<file path="src/rtl/apb_pkg.sv">
// Shared APB types and constants for the completer register bank.
// Holds FSM states, default widths, ID value and wait-state bounds.
package apb_pkg;

    typedef enum logic {
        IDLE,
        ACCESS
    } state_t;

    localparam int APB_DATA_W = 8;
    localparam int APB_ADDR_W = 9;

    localparam logic [7:0] ID_VALUE_DEF = 8'h5A;

    localparam int WAIT_MAX = 15;
    localparam int CNT_W    = 4;

endpackage

</file>
<file path="src/rtl/apb_if.sv">
// APB bus bundle between requester and completer.
// Clock and reset are kept as plain ports on the modules.
interface apb_if
    import apb_pkg::*;
#(
    parameter int ADDR_W = APB_ADDR_W,
    parameter int DATA_W = APB_DATA_W
);

    logic              PSEL;
    logic              PENABLE;
    logic              PWRITE;
    logic [ADDR_W-1:0] PADDR;
    logic [DATA_W-1:0] PWDATA;
    logic              PREADY;
    logic [DATA_W-1:0] PRDATA;
    logic              PSLVERR;

    modport master (
        output PSEL,
        output PENABLE,
        output PWRITE,
        output PADDR,
        output PWDATA,
        input  PREADY,
        input  PRDATA,
        input  PSLVERR
    );

    modport slave (
        input  PSEL,
        input  PENABLE,
        input  PWRITE,
        input  PADDR,
        input  PWDATA,
        output PREADY,
        output PRDATA,
        output PSLVERR
    );

endinterface

</file>
<file path="src/rtl/apb_regbank.sv">
// Register array behind the APB completer: entry 0 is a fixed ID,
// the rest are read/write with synchronous clear.
module apb_regbank
    import apb_pkg::*;
#(
    parameter int                NUM_REGS = 16,
    parameter int                DATA_W   = APB_DATA_W,
    parameter logic [DATA_W-1:0] ID_VALUE = DATA_W'(ID_VALUE_DEF),
    localparam int               IDX_W    = $clog2(NUM_REGS)
) (
    input  logic              clk,
    input  logic              rst,
    input  logic              we,
    input  logic [IDX_W-1:0]  widx,
    input  logic [DATA_W-1:0] wdata,
    input  logic [IDX_W-1:0]  ridx,
    output logic [DATA_W-1:0] rdata
);

    // Index 0 has no storage; it is the hardwired ID.
    logic [DATA_W-1:0] regs [1:NUM_REGS-1];

    always_ff @(posedge clk) begin
        for (int i = 1; i < NUM_REGS; i++) begin
            if (rst) begin
                regs[i] <= '0;
            end else if (we && widx == IDX_W'(i)) begin
                regs[i] <= wdata;
            end
        end
    end

    always_comb begin
        rdata = ID_VALUE;
        for (int i = 1; i < NUM_REGS; i++) begin
            if (ridx == IDX_W'(i)) begin
                rdata = regs[i];
            end
        end
    end

endmodule

</file>
<file path="src/rtl/apb_completer_regbank.sv">
// APB completer: setup/access FSM with fixed wait states, error
// decode for out-of-range and ID writes, and a register bank.
module apb_completer_regbank
    import apb_pkg::*;
#(
    parameter int                DATA_W      = APB_DATA_W,
    parameter int                ADDR_W      = APB_ADDR_W,
    parameter int                NUM_REGS    = 16,
    parameter int                WAIT_STATES = 2,
    parameter logic [DATA_W-1:0] ID_VALUE    = DATA_W'(ID_VALUE_DEF)
) (
    input  logic PCLK,
    input  logic PRESET,
    apb_if.slave bus
);

    localparam int IDX_W = $clog2(NUM_REGS);

    state_t            state_q;
    state_t            state_d;
    logic [CNT_W-1:0]  cnt_q;
    logic [CNT_W-1:0]  cnt_d;
    logic [IDX_W-1:0]  idx_q;
    logic              write_q;
    logic [DATA_W-1:0] wdata_q;
    logic              err_q;

    logic              ld;
    logic              ready;
    logic              we;
    logic [IDX_W-1:0]  idx_in;
    logic              range_err;
    logic              err_in;
    logic [DATA_W-1:0] rdata;

    // The top address bit is the slave select and takes no part here.
    assign idx_in    = bus.PADDR[IDX_W-1:0];
    assign range_err = |bus.PADDR[ADDR_W-2:IDX_W];
    assign err_in    = range_err || (bus.PWRITE && idx_in == '0);

    always_ff @(posedge PCLK) begin
        if (PRESET) begin
            state_q <= IDLE;
            cnt_q   <= '0;
            idx_q   <= '0;
            write_q <= 1'b0;
            wdata_q <= '0;
            err_q   <= 1'b0;
        end else begin
            state_q <= state_d;
            cnt_q   <= cnt_d;
            if (ld) begin
                idx_q   <= idx_in;
                write_q <= bus.PWRITE;
                wdata_q <= bus.PWDATA;
                err_q   <= err_in;
            end
        end
    end

    always_comb begin
        state_d = state_q;
        cnt_d   = cnt_q;
        ld      = 1'b0;
        ready   = 1'b0;
        we      = 1'b0;
        unique case (state_q)
            IDLE: begin
                // PSEL with PENABLE already high is not a setup phase.
                if (bus.PSEL && !bus.PENABLE) begin
                    ld      = 1'b1;
                    cnt_d   = CNT_W'(WAIT_STATES);
                    state_d = ACCESS;
                end
            end
            ACCESS: begin
                if (!bus.PSEL || !bus.PENABLE) begin
                    state_d = IDLE;
                end else if (cnt_q != '0) begin
                    cnt_d = cnt_q - 1'b1;
                end else begin
                    ready   = 1'b1;
                    we      = write_q && !err_q;
                    state_d = IDLE;
                end
            end
            default: state_d = IDLE;
        endcase
    end

    apb_regbank #(
        .NUM_REGS (NUM_REGS),
        .DATA_W   (DATA_W),
        .ID_VALUE (ID_VALUE)
    ) u_regbank (
        .clk   (PCLK),
        .rst   (PRESET),
        .we    (we),
        .widx  (idx_q),
        .wdata (wdata_q),
        .ridx  (idx_q),
        .rdata (rdata)
    );

    assign bus.PREADY  = ready;
    assign bus.PRDATA  = (ready && !write_q && !err_q) ? rdata : '0;
    assign bus.PSLVERR = ready && err_q;

endmodule

</file>
<file path="src/flat_wrapper.sv">
// flat-port wrapper written by rule: the top's interface ports become plain ports
module apb_completer_regbank_flat import apb_pkg::*;
#(
    parameter int                DATA_W      = APB_DATA_W,
    parameter int                ADDR_W      = APB_ADDR_W,
    parameter int                NUM_REGS    = 16,
    parameter int                WAIT_STATES = 2,
    parameter logic [DATA_W-1:0] ID_VALUE    = DATA_W'(ID_VALUE_DEF)
)
  (PCLK, PRESET, bus_PSEL, bus_PENABLE, bus_PWRITE, bus_PADDR, bus_PWDATA, bus_PREADY, bus_PRDATA, bus_PSLVERR);
  apb_if #(.ADDR_W(ADDR_W), .DATA_W(DATA_W)) bus_i ();
  input  logic PCLK;
  input  logic PRESET;
  input wire logic [$bits(bus_i.PSEL)-1:0] bus_PSEL;
  input wire logic [$bits(bus_i.PENABLE)-1:0] bus_PENABLE;
  input wire logic [$bits(bus_i.PWRITE)-1:0] bus_PWRITE;
  input wire logic [$bits(bus_i.PADDR)-1:0] bus_PADDR;
  input wire logic [$bits(bus_i.PWDATA)-1:0] bus_PWDATA;
  output wire logic [$bits(bus_i.PREADY)-1:0] bus_PREADY;
  output wire logic [$bits(bus_i.PRDATA)-1:0] bus_PRDATA;
  output wire logic [$bits(bus_i.PSLVERR)-1:0] bus_PSLVERR;
  assign bus_i.PSEL = bus_PSEL;
  assign bus_i.PENABLE = bus_PENABLE;
  assign bus_i.PWRITE = bus_PWRITE;
  assign bus_i.PADDR = bus_PADDR;
  assign bus_i.PWDATA = bus_PWDATA;
  assign bus_PREADY = bus_i.PREADY;
  assign bus_PRDATA = bus_i.PRDATA;
  assign bus_PSLVERR = bus_i.PSLVERR;
  apb_completer_regbank #(.DATA_W(DATA_W), .ADDR_W(ADDR_W), .NUM_REGS(NUM_REGS), .WAIT_STATES(WAIT_STATES), .ID_VALUE(ID_VALUE)) u_core (.PCLK(PCLK), .PRESET(PRESET), .bus(bus_i));
endmodule
</file>
<file path="config.mk">
export PLATFORM = sky130hd
export DESIGN_NAME = apb_completer_regbank_flat
export DESIGN_NICKNAME = d
export VERILOG_FILES = /design/src/rtl/apb_pkg.sv /design/src/rtl/apb_if.sv /design/src/rtl/apb_regbank.sv /design/src/rtl/apb_completer_regbank.sv /design/src/flat_wrapper.sv
export SDC_FILE = /design/constraint.sdc
export NUM_CORES = 1
export LEC_CHECK = 0
export ABC_AREA = 1
export CAP_MARGIN = 10
export CORE_UTILIZATION = 45
export CTS_BUF_LIST = sky130_fd_sc_hd__clkbuf_8
export DETAILED_ROUTE_END_ITERATION = 10
export GPL_TIMING_DRIVEN = 1
export PLACE_DENSITY = 0.71
export SYNTH_ARGS = -nofsm -noshare
export SYNTH_HDL_FRONTEND = slang
export SYNTH_SLANG_ARGS = --single-unit
</file>
<file path="constraint.sdc">
create_clock -name PCLK -period 2.8 [get_ports PCLK]
set_input_delay 0.42 -clock PCLK [delete_from_list [all_inputs] [get_ports PCLK]]
set_output_delay 0.42 -clock PCLK [all_outputs]
set_load 0.05 [all_outputs]
</file>
# Word-level counts from Yosys, hierarchy flattened
# Memory sizes are Yosys's and may differ from the RTL's.
# Index checks and enable logic that the tools add are counted.
[op_classes]
add_sub_neg = 1
mul = 0
div = 0
n_lt_le_gt_ge = 0
eq_ne = 18
shift = 0
n_mux = 93
bitwise = 16
n_reduce_logical = 31
[ops]
columns = ["cell", "n"]
rows = [
  ["8-bit 2-to-1 mux", 31],
  ["1-bit 2-to-1 mux", 57],
  ["4-bit equality test (second input constant)", 8],
  ["1-bit logical AND", 21],
  ["4-bit by 3-bit equality test with 1-bit output (second input constant)", 4],
  ["1-bit OR", 15],
  ["4-bit 2-to-1 mux", 3],
  ["4-bit by 2-bit equality test with 1-bit output (second input constant)", 2],
  ["4-bit case mux with 2 select lines", 1],
  ["4-bit by 1-bit equality test with 1-bit output (second input constant)", 1],
  ["1-bit zero test", 4],
  ["4-bit zero test", 1],
  ["2-bit inequality test (second input constant)", 2],
  ["4-bit nonzero test", 1],
  ["4-bit OR reduction", 1],
  ["4-bit by 1-bit subtractor with 4-bit output (second input constant)", 1],
  ["3-bit AND reduction", 1],
  ["1-bit logical OR", 2],
  ["2-bit by 1-bit inequality test with 1-bit output (second input constant)", 1],
  ["1-bit case mux with 2 select lines", 1],
  ["1-bit inverter", 1],
]
[word_totals]
regBits = 19
latchBits = 0
ram_bits = 120
mem_bits_ro = 0
input_bits = 22
output_inout_bits = 10
word_cells = 166
mem_count = 1
[memory_table]
columns = ["memory", "depth", "width", "rd", "rd_ports_with_merged_regs", "wr", "line", "source"]
rows = [
  ["u_core.u_regbank.regs", 15, 8, 15, 0, 15, "apb_regbank.sv:21", "logic [DATA_W-1:0] regs [1:NUM_REGS-1];"],
]

# Logic depth before layout (Yosys ltp)
[depth]
depth_word = 17
ltp_mapped = 13

# Cells and area by module
# From an unflattened synthesis, not the netlist that was laid out.
[hier_totals]
hier_cells = 707
area_unflattened_um2 = 6525.0
[by_module_without_submodules]
columns = ["mod", "instances", "cells_per_inst", "area_each_um2", "seq_area_each_um2"]
rows = [
  ["apb_regbank", 1, 582, 5627.9, 3603.5],
  ["apb_completer_regbank", 1, 125, 897.1, 380.4],
]

# Least setup slack after synthesis
# OpenSTA, ideal clock, no wires.
[synth_timing]
kind = "flip-flop to flip-flop"
start = "register u_core.cnt_q[0]"
end = "register u_core.u_regbank.regs[0][24] (netlist name)"
arrival_time_ns = 2.202
slack_ns = 0.214
path_stages_with_launch = 12
synth_period_minus_slack_ns = 2.586
cell_sequence = "dfxtp_1 -> inv_1 -> ha_1 -> inv_1 -> nor3_1 -> nand2_1 -> inv_2 -> nand2_2 -> nor2_8 -> inv_2 -> clkbuf_1 -> o21ai_0"
[synth_lines]
columns = ["item", "line", "source"]
rows = [
  ["from (decl)", "apb_completer_regbank.sv:21", "logic [CNT_W-1:0] cnt_q;"],
  ["from (signal assigned)", "apb_completer_regbank.sv:51", "cnt_q <= cnt_d;"],
]

# Worst setup path after layout
[layout_timing]
start = "register u_core.idx_q[0]"
end = "output bus_PRDATA[3]"
[layout_between]
elab_chain_len = 17
word_cells_on_any_way = 31
classes_between = "15 x eq/ne; 16 x mux"
[layout_rtl]
columns = ["item", "line", "source"]
rows = [
  ["from (decl)", "apb_completer_regbank.sv:23", "logic [IDX_W-1:0] idx_q;"],
  ["from (signal assigned)", "apb_completer_regbank.sv:53", "idx_q <= idx_in;"],
  ["4-bit by 1-bit equality test with 1-bit output", "apb_regbank.sv:36", "if (ridx == IDX_W'(i)) begin"],
  ["8-bit 2-to-1 mux (14 in series)", "apb_regbank.sv:36", ""],
  ["8-bit 2-to-1 mux *", "apb_regbank.sv:36", ""],
  ["8-bit 2-to-1 mux *", "apb_completer_regbank.sv:106", "assign bus.PRDATA = (ready && !write_q && !err_q) ? rdata : '0;"],
  ["to (decl)", "flat_wrapper.sv:20", "output wire logic [$bits(bus_i.PRDATA)-1:0] bus_PRDATA;"],
]
# Every way passes the cells marked *; elsewhere a longest branch is shown, timed or not.

==> impl_metrics.csv <==
group,metric,value,unit
clock_tree,cts_buffers,17,
global_routing,grt_max_degree,47,
critical_path,cp_max_fo,8,
critical_path,crit_type,"reg -> out",
cells_and_area,final_util,0.5591,
route,vias,4752,
timing,clock_skew,0.01020,ns
placed_design,hpwl,10110,um
floorplanning,core_region_area,13880,um2
timing,timing.hold.ws,0.5110,ns
power_and_ir_drop,finalPower,4470,uW
global_routing,antenna_found_initial,0,
timing,worst_slack,0.02769,ns
logic_synthesis,synth_most_common_cell,"nor2_1",
cells_and_area,nFillCells,1214,
timing,clock.fmax,360.7,MHz
timing,slew_violations,0,
critical_path,timing.rr.start,"u_core.cnt_q[1]$_SDFFE_PP0P_",
critical_path,crit_start,"u_core.idx_q[0]$_SDFFE_PP0P_",
power_and_ir_drop,p_leak,0.002827,uW
placed_design,dpl_worst_slack,0.1292,ns
logic_synthesis,syn_area_per_cell,10.01,um2
logic_synthesis,synthesis.area,6425,um2
floorplanning,initial_utilization,0.4629,
clock_tree,clk_pin_slew,0.07,ns
worst_hold_path,holdCritStartpoint,"u_core.cnt_q[1]$_SDFFE_PP0P_",
timing,fin_crit,2.772,ns
placed_design,gp_congestion,0.8472,
timing,report.final.hold_viol_count,0,
floorplanning,die_h,121.5,um
flow_run,maxCapViolations,0,
logic_synthesis,yosys_warnings,0,
logic_synthesis,synthTopCellsByCount,"nor2_1, edfxtp_1, nand2_1, inv_1, o21ai_0",
logic_synthesis,yosysTopAreaCellShare,0.5609,
route,wire_per_inst,16.63,um
route,via_per_inst,5.309,
cells_and_area,fin_nets,725,
cells_and_area,layout-drive-gt1-share,0.2350,
worst_hold_path,min-delay-path-class,"reg -> reg",
clock_tree,cts_tree,"yes",
clock_tree,cts_root_buffer,"clkbuf_8",
power_and_ir_drop,p_per_area,575.9,nW/um2
floorplanning,dieArea,14760,um2
global_routing,grt.total_usage,0.2176,
global_routing,overflow,0,
route,ant_nets,0,
placed_design,io_buffers,30,
floorplanning,fp-row-count,43,
timing,relSlewSlack,0.4624,
timing,setup_viol,0,
global_routing,grt_pass1_vias,4485,
logic_synthesis,yosysTopAreaCell,"edfxtp_1",
route,first_pass_iters,5,
route,drtIter0Drc,472,
floorplanning,pin_count,32,
logic_synthesis,synthCells,642,
cells_and_area,area_growth,20.80,%
logic_synthesis,synth_edf_count,120,
logic_synthesis,ys_types,35,
logic_synthesis,syn_nets,665,
critical_path,cp.required,2.38,ns
logic_synthesis,ys_seq_area_frac,0.6201,
floorplanning,die_w,121.5,um
timing,finalCritPeriodShare,0.9901,
critical_path,critPathLaunchType,"register",
logic_synthesis,synth_area_leaders,"edfxtp_1, nor2_1, dfxtp_1",
logic_synthesis,async_reset_ff_frac,0,
outcome,status,"finished clean",
logic_synthesis,ys_ff_latch,139,
clock_tree,insertion_delay,0.46,ns
timing,rsz0062_at_grt,"true",
clock_tree,cts.sinks,139,
power_and_ir_drop,ir_drop,0.0004011,V
critical_path,endpoint_kind,"primary output",
route,drc,0,
clock_tree,cts_buffer_depth,2,
cells_and_area,antenna_cells,0,
clock_tree,htree_levels,4,
global_routing,grt_first_pass_wirelength,23450,um
timing,worstMarginPinSlew,0.8055,ns
route,drt-total-wl,14880,um
logic_synthesis,ys.flop_type,"edfxtp_1",
critical_path,arrival,2.35,ns
worst max-delay path: stages, from the launching register on:
cell and delay (ns):
dfxtp_4 0.45, nor2_2 0.11, nand3b_1 0.09, nand2_1 0.08, nor2_2 0.13, nand4_1 0.12
nand2_1 0.14, nand4_1 0.14, nor2_1 0.16, nand4_1 0.14, nor2_2 0.18, buf_12 0.15
through the flow:
step | cells | instance area, um2 | TNS [ns]
6_report | 895 | 7761 | 0
2_1_floorplan | 642 | 6425 | 0
3_5_place_dp | 854 | 7104 | 0
3_3_place_gp | 854 | 7104 | 0
5_1_grt | 895 | 7761 | -0.3466
4_1_cts | 886 | 7600 | -0.002950
routing by layer:
layer  track usage  wire [um]
met4       0.09877        353
met5             0          0
met3       0.04746       1148
met1        0.2827       6266
met2        0.3473       7112
worst paths after layout:
kind | cells after the start | slack (ns) | end
min | 2 | 0.51 | u_core.cnt_q[1]$_SDFFE_PP0P_
max | 11 | 0.03 | bus_PRDATA[3]
min reg2reg | 2 | 0.51 | u_core.cnt_q[1]$_SDFFE_PP0P_
max reg2reg | 11 | 0.40 | u_core.u_regbank.regs[0][96]$_SDFFCE_PN0P_
cell usage in the layout, fill, tap and decap left out, types with 2 or more instances in the layout:
cell type	instances
o211ai_1	4
buf_12	10
nand4_1	22
inv_1	48
nand2_1	62
clkinv_2	3
nand3b_1	8
buf_4	30
or2_2	24
clkbuf_8	22
nor4_1	3
inv_4	3
dfxtp_1	14
o21ai_0	34
or2_0	4
a21oi_1	21
clkdlybuf4s50_1	20
nor3_1	5
nor2_4	7
edfxtp_1	120
or2_1	4
inv_6	2
nand2_2	4
dfxtp_4	4
nand3_1	17
nand3_4	8
nand2_4	6
nor2_2	23
inv_2	10
nor2_1	156
bufinv_16	3
area by class of cell:
class / instances / area (um2) / area share
clock buffer: 22 / 302.8 / 0.03901
clock inverter: 10 / 123.9 / 0.01596
inverter: 61 / 246.5 / 0.03176
multi-input combinational: 423 / 2237 / 0.2882
sequential: 139 / 4000 / 0.5154
tap: 180 / 225.2 / 0.02902
timing repair buffer: 60 / 625.6 / 0.08061
logic make-up after synthesis:
group	Yosys count	share of synthesized area
and+or+nand+nor	360	0.2756
DFF	139	0.6201
buffers and inverters	80	0.05180
AOI/OAI and AO/OA	62	0.05063
adders and majority gates	1	0.001947
what timing repair did:
action,CTS,global route
resized for setup,24,37
endpoints found under the setup margin,8,8
pin swaps,1,12
buffers inserted,0,9
hold endpoints to repair,0,0
hold buffers,0,0
state kept, by name, indices dropped and copies added (netlist names):
register and flops:
u_core.cnt_q 4, u_core.wdata_q 8, u_core.write_q 1, u_core.u_regbank.regs 120
u_core.state_q 1, u_core.idx_q 4, u_core.err_q 1
report_power, final:
part	total [uW]	internal (uW)	switching (uW)
registers	2350	2320	36.0
logic	399	126	273
clock network	1720	985	733
(Power assumes the default switching activity.)
==> patch 1 (same flow settings) <==
Reset style: asynchronous (`PRESET`), changed in one clocked block.
--- a/src/rtl/apb_completer_regbank.sv
+++ b/src/rtl/apb_completer_regbank.sv
@@ -39,5 +39,5 @@
     assign err_in    = range_err || (bus.PWRITE && idx_in == '0);
 
-    always_ff @(posedge PCLK) begin
+    always_ff @(posedge PCLK or posedge PRESET) begin
         if (PRESET) begin
             state_q <= IDLE;
Check against the original RTL: differs if PRESET is asserted again (counterexample within 4 cycles, from zero or initial values and one cycle with PRESET high); with PRESET held inactive, the same outputs for 10 cycles.
==> patch 1 against the original RTL <==
The flow now finishes with violations (negative setup slack); synthesized area increased by 0.51%; critical endpoint is now bus_PRDATA[2]; clock skew is 0.0017 ns lower; largest cell class unchanged; sequential cell count is the same; routed wire length up 3.4%; design area is 0.52% higher; setup slack got worse by 0.066 ns.
Power is not compared: it rests on default switching activity, and its combinational part moved more than twofold at a synthesized area within 25%.
==> patch 1: results (changes against the original RTL) <==
| Metric | Value |
|---|---|
| Critical path startpoint | `u_core.idx_q[3]$_DFFE_PP0P_` |
| Hold Path Class | `in2reg` |
| Routed Antenna Nets | `0 (unchanged)` |
| Fraction of layout instances using a drive strength above 1 | `22.6% (-0.86 points)` |
| Final worst slack | `-0.0378 ns (-0.0655 ns)` |
| Ranking of synthesized cells by area | `edfxtp_1 56%, nor2_1 9.8%, dfrtp_1 7.4%` |
| Post-synthesis async set-or-reset flop share | `13.7% (+14 points)` |
| Initial DRC Count | `439 (-7.0%)` |
| Fillers | `1160 (-4.4%)` |
| First-pass GRT wire length | `24500 um (+4.4%)` |
| Final WL | `15400 um (+3.4%)` |
| Pre-CTS WS | `0.160 ns (+0.0308 ns)` |
| Clock Skew | `0.00848 ns (-0.00172 ns)` |
| Syn_nets | `664 (-0.15%)` |
| Sequential area share after synthesis | `63.2% (+1.2 points)` |
| R2R setup slack | `0.37 ns (-0.03 ns)` |
| Largest net degree at the start of global routing | `30 (-36%)` |
| Hold path start | `bus_PWDATA[6]` |
| Status | `finished with violations` |
| Worst Tran Pin Value | `0.800 ns (-0.00518 ns)` |
| Slowest cell on the critical path | `dfrtp_1` |
| Max stage delay on crit path | `0.43 ns (-0.02 ns)` |
| Via count of the first global-routing pass | `4656 (+3.8%)` |
| Worst IR Drop VDD | `0.368 mV` |
| DP HPWL | `10300 um (+2.2%)` |
| Arrival @ worst endpoint | `2.42 ns (+0.07 ns)` |
| Layout Nets | `730 (+0.69%)` |
| GPL Wtd Cong | `0.848 (about the same)` |
| Most instantiated cells after synthesis | `169 x nor2_1, 120 x edfxtp_1, 89 x nand2_1` |
| Post-synthesis cell type count | `29 (-17%)` |
| Worst Path Max Fanout | `6 (-2)` |
| Violated checks | `negative setup slack` |
| Gr usage total | `22.4% (+0.61 points)` |
| Critical R2R Capture | `u_core.u_regbank.regs[0][49]$_SDFFCE_PN0P_` |
| Worst r2r src | `u_core.cnt_q[0]$_DFFE_PP0P_` |
| Crit path to | `bus_PRDATA[2]` |
| Clock Latency Late Sink | `0.44 ns (-0.02 ns)` |
| Final setup viols | `3 (+3)` |
==> patch 1: routing by layer <==
layer / up-vias / track usage [%] / part of all wire [%]
met1: 2307 / 31.3 / 43
met5: - / 0 / 0
li1: 2255 / - / -
met3: 31 / 4.03 / 7.1
met4: 0 / 9.80 / 2.5
met2: 214 / 34.0 / 47
==> patch 1: power by group <==
group	total [W]	internal (W)	switching, W	leakage [nW]
logic	0.000803	0.000222	0.000581	1.35
clock network	0.00183	0.00107	0.000755	0.236
registers	0.00240	0.00235	0.0000553	1.47
==> patch 1: cell families after synthesis <==
logic type      count (synthesis)  share of synthesized area (%)
simple gates                  368                           27.6
flops                         139                           63.2
compound gates                 50                           3.99
fa+ha+maj                       1                          0.194
xor+xnor                        1                          0.136
buf+inv                        82                           4.90
==> patch 1: worst min path at each step <==
stage                               endpoint  slack [ns]  depth (start not counted)
2_1_floorplan    u_core.cnt_q[1]$_DFFE_PP0P_        0.49                          1
3_3_place_gp        u_core.err_q$_DFFE_PP0P_        0.53                          2
3_5_place_dp        u_core.err_q$_DFFE_PP0P_        0.54                          2
4_1_cts        u_core.wdata_q[6]$_DFFE_PP0P_        0.53                          3
5_1_grt        u_core.wdata_q[0]$_DFFE_PP0P_        0.57                          3
6_report       u_core.wdata_q[6]$_DFFE_PP0P_        0.54                          3
==> patch 1: layout make-up <==
type / instances / area [um^2] / share of cell area [%]
multi-input combinational: 420 / 2150 / 27.6
inverter: 66 / 250 / 3.21
clock buffer: 18 / 248 / 3.18
sequential: 139 / 4080 / 52.3
tap: 180 / 225 / 2.89
timing repair buffer: 63 / 639 / 8.20
clock inverter: 14 / 201 / 2.58
==> patch 1: per-stage QoR <==
step / instances / hold WS [ns] / TNS (ns) / area (um^2) / utilization [%]
after global placement: 859 / 0.532 / 0 / 7200 / 51.7
after floorplan: 641 / 0.494 / -6.82 / 6470 / -
after CTS: 899 / 0.530 / -0.0417 / 7760 / 55.7
after global routing: 900 / 0.567 / -0.838 / 7800 / 56.0
final: 900 / 0.542 / -0.0982 / 7800 / 56.0
after detailed placement: 859 / 0.540 / 0 / 7200 / 51.7
==> patch 1: what timing repair did <==
item,4_1_cts,5_1_grt
gates resized for setup,30,13
endpoints found under the setup margin,8,8
hold buffers,0,0
pin swaps,9,8
buffers inserted,8,1
==> patch 1: critical path, delay by kind of cell, from the launching register on <==
kind	cells	cell delay, ns
simple gates	8	1.12
buf+inv	4	0.42
flops	1	0.43
==> patch 2 (same flow settings) <==
Without the edit above. The package constant `CNT_W` goes from 4 to 3.
--- a/src/rtl/apb_pkg.sv
+++ b/src/rtl/apb_pkg.sv
@@ -14,5 +14,5 @@
 
     localparam int WAIT_MAX = 15;
-    localparam int CNT_W    = 4;
+    localparam int CNT_W    = 3;
 
 endpackage
Behaviour: same outputs for any inputs over 10 cycles, from zero or initial values and one cycle with PRESET high; that may be too few to reach the edited logic, so the function may still have changed.
==> patch 2 against the original RTL <==
The flow now finishes with violations (negative setup slack); setup slack worse by 0.14 ns; power hardly changed; sequential cell count is 1 lower; via count is 2.1% higher; routed wire length is 4.1% higher; count of clock-buffer cells in the layout is 5 lower; design area is 0.89% higher; synthesized area is 1.4% lower; hold slack better by 0.0097 ns; largest cell class unchanged; largest power group unchanged.
==> patch 2: results (changes against the original RTL) <==
| Metric | Value |
|---|---|
| Status | `finished with violations` |
| Violated checks | `negative setup slack` |
| Hold_ws | `0.521 ns (+0.00967 ns)` |
| Leading registers by flop count | `u_core.u_regbank.regs: 120 flops, u_core.wdata_q: 8 flops, u_core.idx_q: 4 flops` |
| Met1 usage | `28.2% (-0.075 points)` |
| Reg2Reg Depth | `10 (-1)` |
| Max stage delay on crit path | `0.41 ns (-0.04 ns)` |
| Slew Limit Fails | `0 (unchanged)` |
| Primary FF master, synth | `edfxtp_1` |
| Vias after detailed routing | `4853 (+2.1%)` |
| Final worst slack | `-0.113 ns (-0.141 ns)` |
| Arrival @ worst endpoint | `2.49 ns (+0.14 ns)` |
| Critical R2R Capture | `u_core.u_regbank.regs[0][102]$_SDFFCE_PN0P_` |
| Worst IR Drop VDD | `0.443 mV (+10%)` |
| Worst Tran Pin Value | `0.841 ns (+0.0357 ns)` |
| Layout Nets | `730 (+0.69%)` |
| Worst-path clk slew | `0.08 ns` |
| Sequential area share after synthesis | `62.6% (+0.59 points)` |
| Critical path startpoint | `u_core.idx_q[2]$_SDFFE_PP0P_` |
| R2R setup slack | `0.43 ns (+0.03 ns)` |
| Placed cell area | `0.00705 mm^2 (-0.70%)` |
| Clock Skew | `0.00947 ns (-0.000731 ns)` |
| WHS Endpoint | `u_core.cnt_q[2]$_SDFFE_PP0P_` |
| WHS Path Cells | `2 (unchanged)` |
| Fraction of layout instances using a drive strength above 1 | `26.0% (+2.5 points)` |
| Average wire per standard cell | `17.3 um (+4.1%)` |
| Via count of the first global-routing pass | `4583 (+2.2%)` |
| Crit path to | `bus_PRDATA[2]` |
| # diodes | `0 (unchanged)` |
| Ranking of synthesized cells by area | `edfxtp_1 57%, nor2_1 10%, dfxtp_1 5.7%` |
| Hold Path Class | `reg2reg` |
| Met2 GRT Util | `36.2% (+1.5 points)` |
| Clock H-tree levels | `4 (unchanged)` |
| Pre-CTS WS | `0.191 ns (+0.0615 ns)` |
| Mapped Cells | `636 (-0.93%)` |
| Setup TNS | `-0.340 ns (-0.340 ns)` |
| GR Util met3 | `4.29% (-0.45 points)` |
| Syn_nets | `660 (-0.75%)` |
| Hold path start | `u_core.cnt_q[2]$_SDFFE_PP0P_` |
| Worst r2r src | `u_core.cnt_q[0]$_SDFFE_PP0P_` |
| Clock root cell | `clkbuf_8` |
| Worst Path Max Fanout | `6 (-2)` |
| Initial DRC Count | `418 (-11%)` |
| Final setup viols | `7 (+7)` |
| Largest net degree at the start of global routing | `27 (-43%)` |
| First-pass GRT wire length | `23800 um (+1.4%)` |
| Post-synthesis cell type count | `33 (-5.7%)` |
| GPL Wtd Cong | `0.861 (+1.6%)` |
| DP HPWL | `10300 um (+1.9%)` |
| Most instantiated cells after synthesis | `173 x nor2_1, 120 x edfxtp_1, 65 x nand2_1` |
| Pleak | `2.83 nW (about the same)` |
| Gr usage total | `22.1% (+0.34 points)` |
| Placed cells | `847 (-0.82%)` |
| Final WL | `15500 um (+4.1%)` |
==> patch 2: cell count changes in the layout (fill, tap and decap cells not counted), sizes merged, moves of 3 or more <==
cell | before | now
nand3 | 26 | 37
buf | 40 | 47
nor2 | 187 | 181
clkbuf | 22 | 17
clkinvlp | 1 | 6
nand4 | 23 | 18
o21ai | 34 | 39
nand3b | 8 | 4
clkinv | 4 | 7
nand2 | 73 | 70
o211ai | 4 | 1
==> patch 2: timing repair <==
action                     CTS  global route
setup endpoints to repair    8             8
resized for setup           29            46
buffers inserted             7             9
pin swaps                   19            31
==> patch 2: metal layers <==
metal / up-vias / part of all wire [%]
li1: 2269 / -
met1: 2331 / 41
met2: 221 / 49
met3: 32 / 7.1
met4: 0 / 2.9
met5: - / 0
==> patch 2: worst max-delay path, delay by kind of cell, from the launching register on <==
kind	cells	cell delay, ns
flops	1	0.41
buf+inv	3	0.47
simple gates	8	1.05
compound gates	1	0.08
==> patch 2: final cells by class <==
cell class | instances | area, um^2
well taps | 176 | 220
flip-flops and latches | 138 | 3980
multi-input cells | 418 | 2260
repair buffers | 68 | 699
inverters | 63 | 251
clock inverters | 15 | 183
clock buffers | 17 | 234
fillers | 1116 | 5680
==> patch 2: cells by family after synthesis <==
logic type | count (synthesis) | synth area share, %
buf+inv | 80 | 4.92
simple gates | 351 | 26.8
fa+ha+maj | 2 | 0.395
compound gates | 65 | 5.26
flops | 138 | 62.6
==> patch 2: where the power goes <==
group	switching, W	total (W)	internal [W]
combinational	0.000292	0.000436	0.000144
sequential	0.0000335	0.00233	0.00230
clock	0.000752	0.00170	0.000951
